==> src/rtl/ext_irq_pkg.sv <==
// Shared definitions for the external interrupt controller: register word map,
// interrupt ID width and gateway state encoding.
package ext_irq_pkg;

  localparam int ID_W = 5;

  // Word indices (byte address >> 2)
  localparam logic [5:0] WORD_PENDING   = 6'h00;
  localparam logic [5:0] WORD_ENABLE    = 6'h01;
  localparam logic [5:0] WORD_EDGE      = 6'h02;
  localparam logic [5:0] WORD_THRESHOLD = 6'h03;
  localparam logic [5:0] WORD_CLAIM     = 6'h04;
  localparam logic [5:0] WORD_PRIO_BASE = 6'h10;

  typedef enum logic {
    GW_IDLE      = 1'b0,
    GW_IN_FLIGHT = 1'b1
  } gw_state_e;

endpackage

==> src/rtl/ext_irq_controller_if.sv <==
// Register access port of the external interrupt controller.
interface ext_irq_controller_if;
  logic        bus_req;
  logic        bus_we;
  logic [7:0]  bus_addr;
  logic [31:0] bus_wdata;
  logic [31:0] bus_rdata;
  logic        bus_ack;

  modport master (output bus_req, bus_we, bus_addr, bus_wdata,
                  input  bus_rdata, bus_ack);
  modport slave  (input  bus_req, bus_we, bus_addr, bus_wdata,
                  output bus_rdata, bus_ack);
endinterface

==> src/rtl/ext_irq_gateway.sv <==
// Per-source gateway: synchroniser, edge/level qualification, pending flop and claim FSM.
//   state        | meaning
//   GW_IDLE      | source may raise pending; a claim moves it in flight
//   GW_IN_FLIGHT | claimed by the core, new requests dropped until complete
module ext_irq_gateway
  import ext_irq_pkg::*;
(
  input  logic clk,
  input  logic reset,
  input  logic src,
  input  logic edge_mode,
  input  logic claim,
  input  logic complete,
  output logic pending
);

  logic      sync_q1, sync_q2, prev_q;
  gw_state_e state_q;
  logic      trigger, done;

  assign trigger = edge_mode ? (sync_q2 & ~prev_q) : sync_q2;
  // A complete landing with the claim of the same ID still counts, and wins.
  assign done    = complete & ((state_q == GW_IN_FLIGHT) | claim);

  always_ff @(posedge clk or posedge reset) begin
    if (reset) begin
      sync_q1 <= 1'b0;
      sync_q2 <= 1'b0;
      prev_q  <= 1'b0;
      pending <= 1'b0;
      state_q <= GW_IDLE;
    end else begin
      sync_q1 <= src;
      sync_q2 <= sync_q1;
      prev_q  <= sync_q2;
      case (state_q)
        GW_IDLE: begin
          if (done) begin
            pending <= 1'b0;
          end else if (claim) begin
            pending <= 1'b0;
            state_q <= GW_IN_FLIGHT;
          end else if (trigger) begin
            pending <= 1'b1;
          end
        end
        GW_IN_FLIGHT: begin
          if (done) state_q <= GW_IDLE;
        end
        default: state_q <= GW_IDLE;
      endcase
    end
  end

endmodule

==> src/rtl/ext_irq_controller.sv <==
// External interrupt controller: register file, priority arbiter, claim/complete
// handling and meip generation over NUM_SRC gateways.
module ext_irq_controller
  import ext_irq_pkg::*;
#(
  parameter int NUM_SRC = 16,
  parameter int PRIO_W  = 3
) (
  input  logic                 clk,
  input  logic                 reset,
  input  logic [NUM_SRC-1:0]   src_i,
  input  logic                 irq_ack,
  ext_irq_controller_if.slave  bus,
  output logic                 meip,
  output logic [ID_W-1:0]      claim_id
);

  logic [NUM_SRC-1:0] pending, enable_q, edge_q, claim_vec, complete_vec;
  logic [PRIO_W-1:0]  threshold_q;
  logic [PRIO_W-1:0]  prio_q [NUM_SRC];
  logic [PRIO_W-1:0]  best_prio;
  logic [ID_W-1:0]    best_id;
  logic [5:0]         word;
  logic [31:0]        rd_data;
  logic               claim_evt, complete_evt;
  logic               unused_addr_bits;

  assign word             = bus.bus_addr[7:2];
  assign unused_addr_bits = ^bus.bus_addr[1:0];
  assign claim_evt        = irq_ack | (bus.bus_req & ~bus.bus_we & (word == WORD_CLAIM));
  assign complete_evt     = bus.bus_req & bus.bus_we & (word == WORD_CLAIM);

  for (genvar k = 0; k < NUM_SRC; k++) begin : g_gw
    ext_irq_gateway u_gw (
      .clk       (clk),
      .reset     (reset),
      .src       (src_i[k]),
      .edge_mode (edge_q[k]),
      .claim     (claim_vec[k]),
      .complete  (complete_vec[k]),
      .pending   (pending[k])
    );
  end

  // Strict > keeps the lowest ID on equal priority.
  always_comb begin
    best_id   = '0;
    best_prio = threshold_q;
    for (int k = 0; k < NUM_SRC; k++) begin
      if (pending[k] && enable_q[k] && (prio_q[k] > best_prio)) begin
        best_prio = prio_q[k];
        best_id   = ID_W'(k + 1);
      end
    end
  end

  always_comb begin
    claim_vec    = '0;
    complete_vec = '0;
    for (int k = 0; k < NUM_SRC; k++) begin
      claim_vec[k]    = claim_evt && (best_id == ID_W'(k + 1));
      complete_vec[k] = complete_evt && (bus.bus_wdata == 32'(k + 1));
    end
  end

  always_comb begin
    rd_data = '0;
    case (word)
      WORD_PENDING:   rd_data = 32'(pending);
      WORD_ENABLE:    rd_data = 32'(enable_q);
      WORD_EDGE:      rd_data = 32'(edge_q);
      WORD_THRESHOLD: rd_data = 32'(threshold_q);
      WORD_CLAIM:     rd_data = 32'(best_id);
      default: begin
        for (int k = 0; k < NUM_SRC; k++)
          if (word == WORD_PRIO_BASE + 6'(k)) rd_data = 32'(prio_q[k]);
      end
    endcase
  end

  always_ff @(posedge clk or posedge reset) begin
    if (reset) begin
      enable_q      <= '0;
      edge_q        <= '0;
      threshold_q   <= '0;
      for (int k = 0; k < NUM_SRC; k++) prio_q[k] <= '0;
      meip          <= 1'b0;
      claim_id      <= '0;
      bus.bus_ack   <= 1'b0;
      bus.bus_rdata <= '0;
    end else begin
      bus.bus_ack   <= bus.bus_req;
      bus.bus_rdata <= (bus.bus_req && !bus.bus_we) ? rd_data : '0;
      meip          <= (best_id != '0);
      if (claim_evt) claim_id <= best_id;
      if (bus.bus_req && bus.bus_we) begin
        case (word)
          WORD_ENABLE:    enable_q    <= bus.bus_wdata[NUM_SRC-1:0];
          WORD_EDGE:      edge_q      <= bus.bus_wdata[NUM_SRC-1:0];
          WORD_THRESHOLD: threshold_q <= bus.bus_wdata[PRIO_W-1:0];
          default: begin
            for (int k = 0; k < NUM_SRC; k++)
              if (word == WORD_PRIO_BASE + 6'(k)) prio_q[k] <= bus.bus_wdata[PRIO_W-1:0];
          end
        endcase
      end
    end
  end

endmodule

==> src/flat_wrapper.sv <==
// flat-port wrapper written by rule: the top's interface ports become plain ports
module ext_irq_controller_flat import ext_irq_pkg::*;
#(
  parameter int NUM_SRC = 16,
  parameter int PRIO_W  = 3
)
  (clk, reset, src_i, irq_ack, meip, claim_id, bus_bus_req, bus_bus_we, bus_bus_addr, bus_bus_wdata, bus_bus_rdata, bus_bus_ack);
  ext_irq_controller_if bus_i ();
  input  logic clk;
  input  logic reset;
  input  logic [NUM_SRC-1:0] src_i;
  input  logic irq_ack;
  output logic meip;
  output logic [ID_W-1:0] claim_id;
  input wire logic [$bits(bus_i.bus_req)-1:0] bus_bus_req;
  input wire logic [$bits(bus_i.bus_we)-1:0] bus_bus_we;
  input wire logic [$bits(bus_i.bus_addr)-1:0] bus_bus_addr;
  input wire logic [$bits(bus_i.bus_wdata)-1:0] bus_bus_wdata;
  output wire logic [$bits(bus_i.bus_rdata)-1:0] bus_bus_rdata;
  output wire logic [$bits(bus_i.bus_ack)-1:0] bus_bus_ack;
  assign bus_i.bus_req = bus_bus_req;
  assign bus_i.bus_we = bus_bus_we;
  assign bus_i.bus_addr = bus_bus_addr;
  assign bus_i.bus_wdata = bus_bus_wdata;
  assign bus_bus_rdata = bus_i.bus_rdata;
  assign bus_bus_ack = bus_i.bus_ack;
  ext_irq_controller #(.NUM_SRC(NUM_SRC), .PRIO_W(PRIO_W)) u_core (.clk(clk), .reset(reset), .src_i(src_i), .irq_ack(irq_ack), .bus(bus_i), .meip(meip), .claim_id(claim_id));
endmodule
==> config.mk <==
export PLATFORM = sky130hd
export DESIGN_NAME = ext_irq_controller_flat
export DESIGN_NICKNAME = d
export VERILOG_FILES = /design/src/rtl/ext_irq_pkg.sv /design/src/rtl/ext_irq_controller_if.sv /design/src/rtl/ext_irq_gateway.sv /design/src/rtl/ext_irq_controller.sv /design/src/flat_wrapper.sv
export SDC_FILE = /design/constraint.sdc
export NUM_CORES = 1
export LEC_CHECK = 0
export BUFFER_PORTS_ARGS = -buffer_cell sky130_fd_sc_hd__buf_2
export CORE_ASPECT_RATIO = 2
export CORE_MARGIN = 2
export CORE_UTILIZATION = 50
export CTS_BUF_LIST = sky130_fd_sc_hd__clkbuf_4 sky130_fd_sc_hd__clkbuf_8
export DETAILED_ROUTE_END_ITERATION = 10
export PLACE_DENSITY_LB_ADDON = 0.05
export RECOVER_POWER = 50
export SKIP_LAST_GASP = 1
export SLEW_MARGIN = 5
export SYNTH_ARGS = -nofsm -noshare
export SYNTH_HDL_FRONTEND = slang
export SYNTH_HIERARCHICAL = 1
export SYNTH_SLANG_ARGS = --single-unit
==> constraint.sdc <==
create_clock -name clk -period 27.7 [get_ports clk]
set_input_delay 6.925 -clock clk [delete_from_list [all_inputs] [get_ports clk]]
set_output_delay 6.925 -clock clk [all_outputs]
set_load 0.02 [all_outputs]
==> flow_metrics.env <==
export IMPL_setup_viol=0
export IMPL_postCtsResizedCells=0
export IMPL_crit_start="u_core/prio_q[47]"
export IMPL_holdCritPathClass="flip-flop to flip-flop"
export IMPL_route_vias_total=8244
export IMPL_dieArea_um2=21380
export IMPL_grt_antenna_before_repair=0
export IMPL_post_cts_hold_buffer_count=0
export IMPL_leakage_power_uw=0.005100
export IMPL_drive_gt1_share_pct=18.44
export IMPL_largest_register_ff_count=48
export IMPL_unrepaired_setup_endpoints_after_global_routing="no"
export IMPL_worst_clock_skew_ps=17.19
export IMPL_drv_max_cap_violation_count=1
export IMPL_slew_viol_final=38
export IMPL_fillerInstances=1921
export IMPL_chipHeight_um=204.8
export IMPL_outcome="complete, but fails checks"
export IMPL_slew_limit_headroom_pct=-15.56
export IMPL_setup_total_negative_slack_ps=0
export IMPL_synth_edff_count=0
export IMPL_initial_utilization_pct=50.86
export IMPL_clk_insertion_delay_late_ps=500
export IMPL_diodes=0
export IMPL_finalHoldViolCount=0
export IMPL_post_route_cell_area_um2=11140
export IMPL_dr_iter_0_viols=509
export IMPL_finalWorstSetupSlack_ps=3495
export IMPL_synth_seq_cells=186
export IMPL_worst_pin_slew_ps=1724
export IMPL_longest_individual_stage_delay_on_the_worst_path_ps=660
export IMPL_htreeDepth=4
export IMPL_detailed_place_area_um2=10710
export IMPL_worst_endpoint_required_ps=28120
export IMPL_first_global_vias=8082
export IMPL_grt_remaining_overflow=0
export IMPL_final_period_utilization_pct=87.38
export IMPL_syn2layout_area_growth_pct=10.54
export IMPL_vias_per_cell=5.884
export IMPL_grt_usage_pct=28.79
export IMPL_cp_data_arrival_time_ps=24630
export IMPL_irDropWorstVdd_mv=0.06271
export IMPL_placed_cells_incl_taps=1370
export IMPL_post_route_drc_count=0
export IMPL_postSynth_asyncResetShare_pct=100.0
export IMPL_grt_start_max_net_pins=71
export IMPL_critPathCaptureType="flip-flop"
export IMPL_yosysWarningCount=6
export IMPL_final_weighted_congestion_in_routability_driven_placement=0.9595
export IMPL_mappedNetlistArea_um2=10080
export IMPL_layout_nets=1210
export IMPL_cts_tree="built"
export IMPL_cell_area_power_density_nw_per_um2=60.25
export IMPL_synth_distinct_cells=88
export IMPL_clock_root_buffer="sky130_fd_sc_hd__clkbuf_8"
export IMPL_critical_path_peak_fanout=10
export IMPL_detail_route_wirelength_um=29640
export IMPL_fin_cells=1401
export IMPL_postSynthAreaPerCell_um2=9.636
export IMPL_synth_seq_area_share_pct=46.18
export IMPL_drtPass1Iterations=5
export IMPL_max_flop_register="u_core/prio_q"
export IMPL_clock_path_buffers=2
export IMPL_final_period_minus_worst_setup_slack_ps=24200
export IMPL_element_type_at_the_critical_path_start="flip-flop"
export IMPL_std_cell_rows=73
export IMPL_grt_first_pass_wirelength_um=45760
export IMPL_synth_top_flop_cell="sky130_fd_sc_hd__dfrtp_1"
export IMPL_routed_wirelength_normalized_by_instance_count_um=21.16
export IMPL_preCtsSetupSlack_ps=3733
export IMPL_antenna_left=0
export IMPL_worst_hold_launch="u_core/g_gw[11].u_gw/sync_q1"
export IMPL_syn_instance_count=1046
export IMPL_clkSlewWorstSetupHoldPaths_ps=100
export IMPL_finalPower_uw=671.3
export IMPL_post_cts_buffers=0
export IMPL_cts_buffers_inserted=17
export IMPL_place_port_buffers=81
export IMPL_die_span_in_x_um=104.4
export IMPL_slowest_stage="sky130_fd_sc_hd__o2111ai_1"
export IMPL_numClockSinks=186
export IMPL_critical_path_reg2reg_startpoint="u_core/prio_q[47]"
export IMPL_violated_checks="max-capacitance violations, max-slew violations"
export IMPL_worst_setup_path_type="flip-flop to flip-flop"
export IMPL_max_clock_freq_mhz=41.31
export IMPL_core_box_area_um2=19820
export IMPL_place_hpwl_um=22730
export IMPL_critical_path_most_common_cell="sky130_fd_sc_hd__nor2_1"
export IMPL_num_io_pins=100
[path summary, 6_finish.rpt]
| path | endpoint | slack [ps] | cells after the start |
|---|---|---|---|
| hold reg to reg | u_core/g_gw[11].u_gw/sync_q2 | 350 | 0 |
| min in group asynchronous | u_core/g_gw[13].u_gw/state_q | 6760 | 2 |
| max in group asynchronous | u_core/prio_q[34] | 18720 | 3 |
| hold / removal | u_core/g_gw[11].u_gw/sync_q2 | 350 | 0 |
| setup / recovery | u_core/g_gw[0].u_gw/state_q | 3500 | 114 |
| setup reg to reg | u_core/g_gw[0].u_gw/state_q | 3500 | 114 |
[area by class of cell]
| cell class | count | area [um^2] | area share (%) |
|---|---|---|---|
| flip-flops and latches | 186 | 4654 | 41.77 |
| repair buffers | 88 | 421.7 | 3.784 |
| multi-input cells | 775 | 5042 | 45.26 |
| well taps | 262 | 327.8 | 2.942 |
| inverters | 59 | 222.7 | 1.999 |
| clock inverters | 13 | 231.5 | 2.077 |
| clock buffers | 18 | 241.5 | 2.167 |
[critical path: cells and delay by family, from the launching register on]
kind                     cells  cell delay, ps
AND/OR/NAND/NOR             48            7620
adder cells (fa/ha/maj)     19            5710
AO/OA/AOI/OAI               44            9470
multiplexers                 2             720
flip-flops                   1             490
buffers and inverters        1              60
[metrics by stage]
stage               hold WS [ps]  util, %
CTS                        349.3    56.40
global placement           331.0    54.02
floorplan                  331.2        -
finish                     348.6    56.21
global route               359.2    56.21
detailed placement         334.7    54.02
[cell usage in the layout (no fill, tap or decap), types with 11 or more instances in the layout]
cell type and count:
sky130_fd_sc_hd__nand2_1 105, sky130_fd_sc_hd__o21ai_0 48, sky130_fd_sc_hd__mux2i_1 16, sky130_fd_sc_hd__conb_1 16
sky130_fd_sc_hd__ha_1 22, sky130_fd_sc_hd__o211ai_1 12, sky130_fd_sc_hd__inv_1 58, sky130_fd_sc_hd__nor2_1 139
sky130_fd_sc_hd__and2_1 20, sky130_fd_sc_hd__a31oi_1 29, sky130_fd_sc_hd__dfrtp_1 186, sky130_fd_sc_hd__clkbuf_8 17
sky130_fd_sc_hd__and3_1 11, sky130_fd_sc_hd__nand2b_1 11, sky130_fd_sc_hd__a21oi_1 58, sky130_fd_sc_hd__nand3_1 25
sky130_fd_sc_hd__clkbuf_1 27, sky130_fd_sc_hd__nor3_1 23, sky130_fd_sc_hd__o21a_1 11, sky130_fd_sc_hd__nor4_1 11
sky130_fd_sc_hd__a22oi_1 11, sky130_fd_sc_hd__buf_2 55, sky130_fd_sc_hd__mux2_2 71
[report_power, final]
part	internal, uW	total, uW	leakage, uW	switching, uW
clock	111	217	0.000235	106
combinational	50.9	137	0.00255	86.1
sequential	294	318	0.00231	23.2
[layer usage]
layer  global-route usage [%]  part of all wire (%)  vias to the layer above
met2                    53.78                    54                      259
li1                         -                     -                     3890
met1                    31.29                    37                     4026
met5                        0                     0                        -
met3                    4.836                   4.6                       69
met4                    13.47                   4.5                        0
[synthesized netlist by cell type (7+ instances only)]
| cell | instances | area (um^2) |
|---|---|---|
| sky130_fd_sc_hd__nor2_1 | 139 | 521.8 |
| sky130_fd_sc_hd__a21o_1 | 7 | 52.55 |
| sky130_fd_sc_hd__nor2b_1 | 8 | 50.05 |
| sky130_fd_sc_hd__o211ai_1 | 12 | 90.09 |
| sky130_fd_sc_hd__dfrtp_1 | 186 | 4654 |
| sky130_fd_sc_hd__and3_1 | 11 | 68.82 |
| sky130_fd_sc_hd__mux2_2 | 71 | 799.5 |
| sky130_fd_sc_hd__and2_1 | 20 | 125.1 |
| sky130_fd_sc_hd__buf_4 | 16 | 120.1 |
| sky130_fd_sc_hd__a22oi_1 | 11 | 82.58 |
| sky130_fd_sc_hd__a221oi_1 | 7 | 61.31 |
| sky130_fd_sc_hd__nor4_1 | 11 | 68.82 |
| sky130_fd_sc_hd__o21ai_0 | 48 | 240.2 |
| sky130_fd_sc_hd__a21oi_1 | 58 | 290.3 |
| sky130_fd_sc_hd__a31oi_1 | 29 | 181.4 |
| sky130_fd_sc_hd__nor3_1 | 23 | 115.1 |
| sky130_fd_sc_hd__inv_1 | 59 | 221.5 |
| sky130_fd_sc_hd__o21a_1 | 11 | 82.58 |
| sky130_fd_sc_hd__mux2i_1 | 16 | 160.2 |
| sky130_fd_sc_hd__nand2_1 | 105 | 394.1 |
| sky130_fd_sc_hd__nand3_1 | 25 | 125.1 |
| sky130_fd_sc_hd__nand2b_1 | 11 | 68.82 |
| sky130_fd_sc_hd__clkbuf_1 | 20 | 75.07 |
| sky130_fd_sc_hd__ha_1 | 22 | 275.3 |
[logic make-up (layout without fill, tap and decap cells)]
kind of cell / after synthesis / count (layout) / synth area share, %
AO/OA/AOI/OAI: 247 / 247 / 17.13
adder cells (fa/ha/maj): 27 / 27 / 3.252
buffers and inverters: 100 / 178 / 4.481
flip-flops: 186 / 186 / 46.18
multiplexers: 90 / 90 / 10.19
other: 1 / 16 / 0.03720
AND/OR/NAND/NOR: 395 / 395 / 18.73
Note: power is estimated with default switching activity, not from simulation.
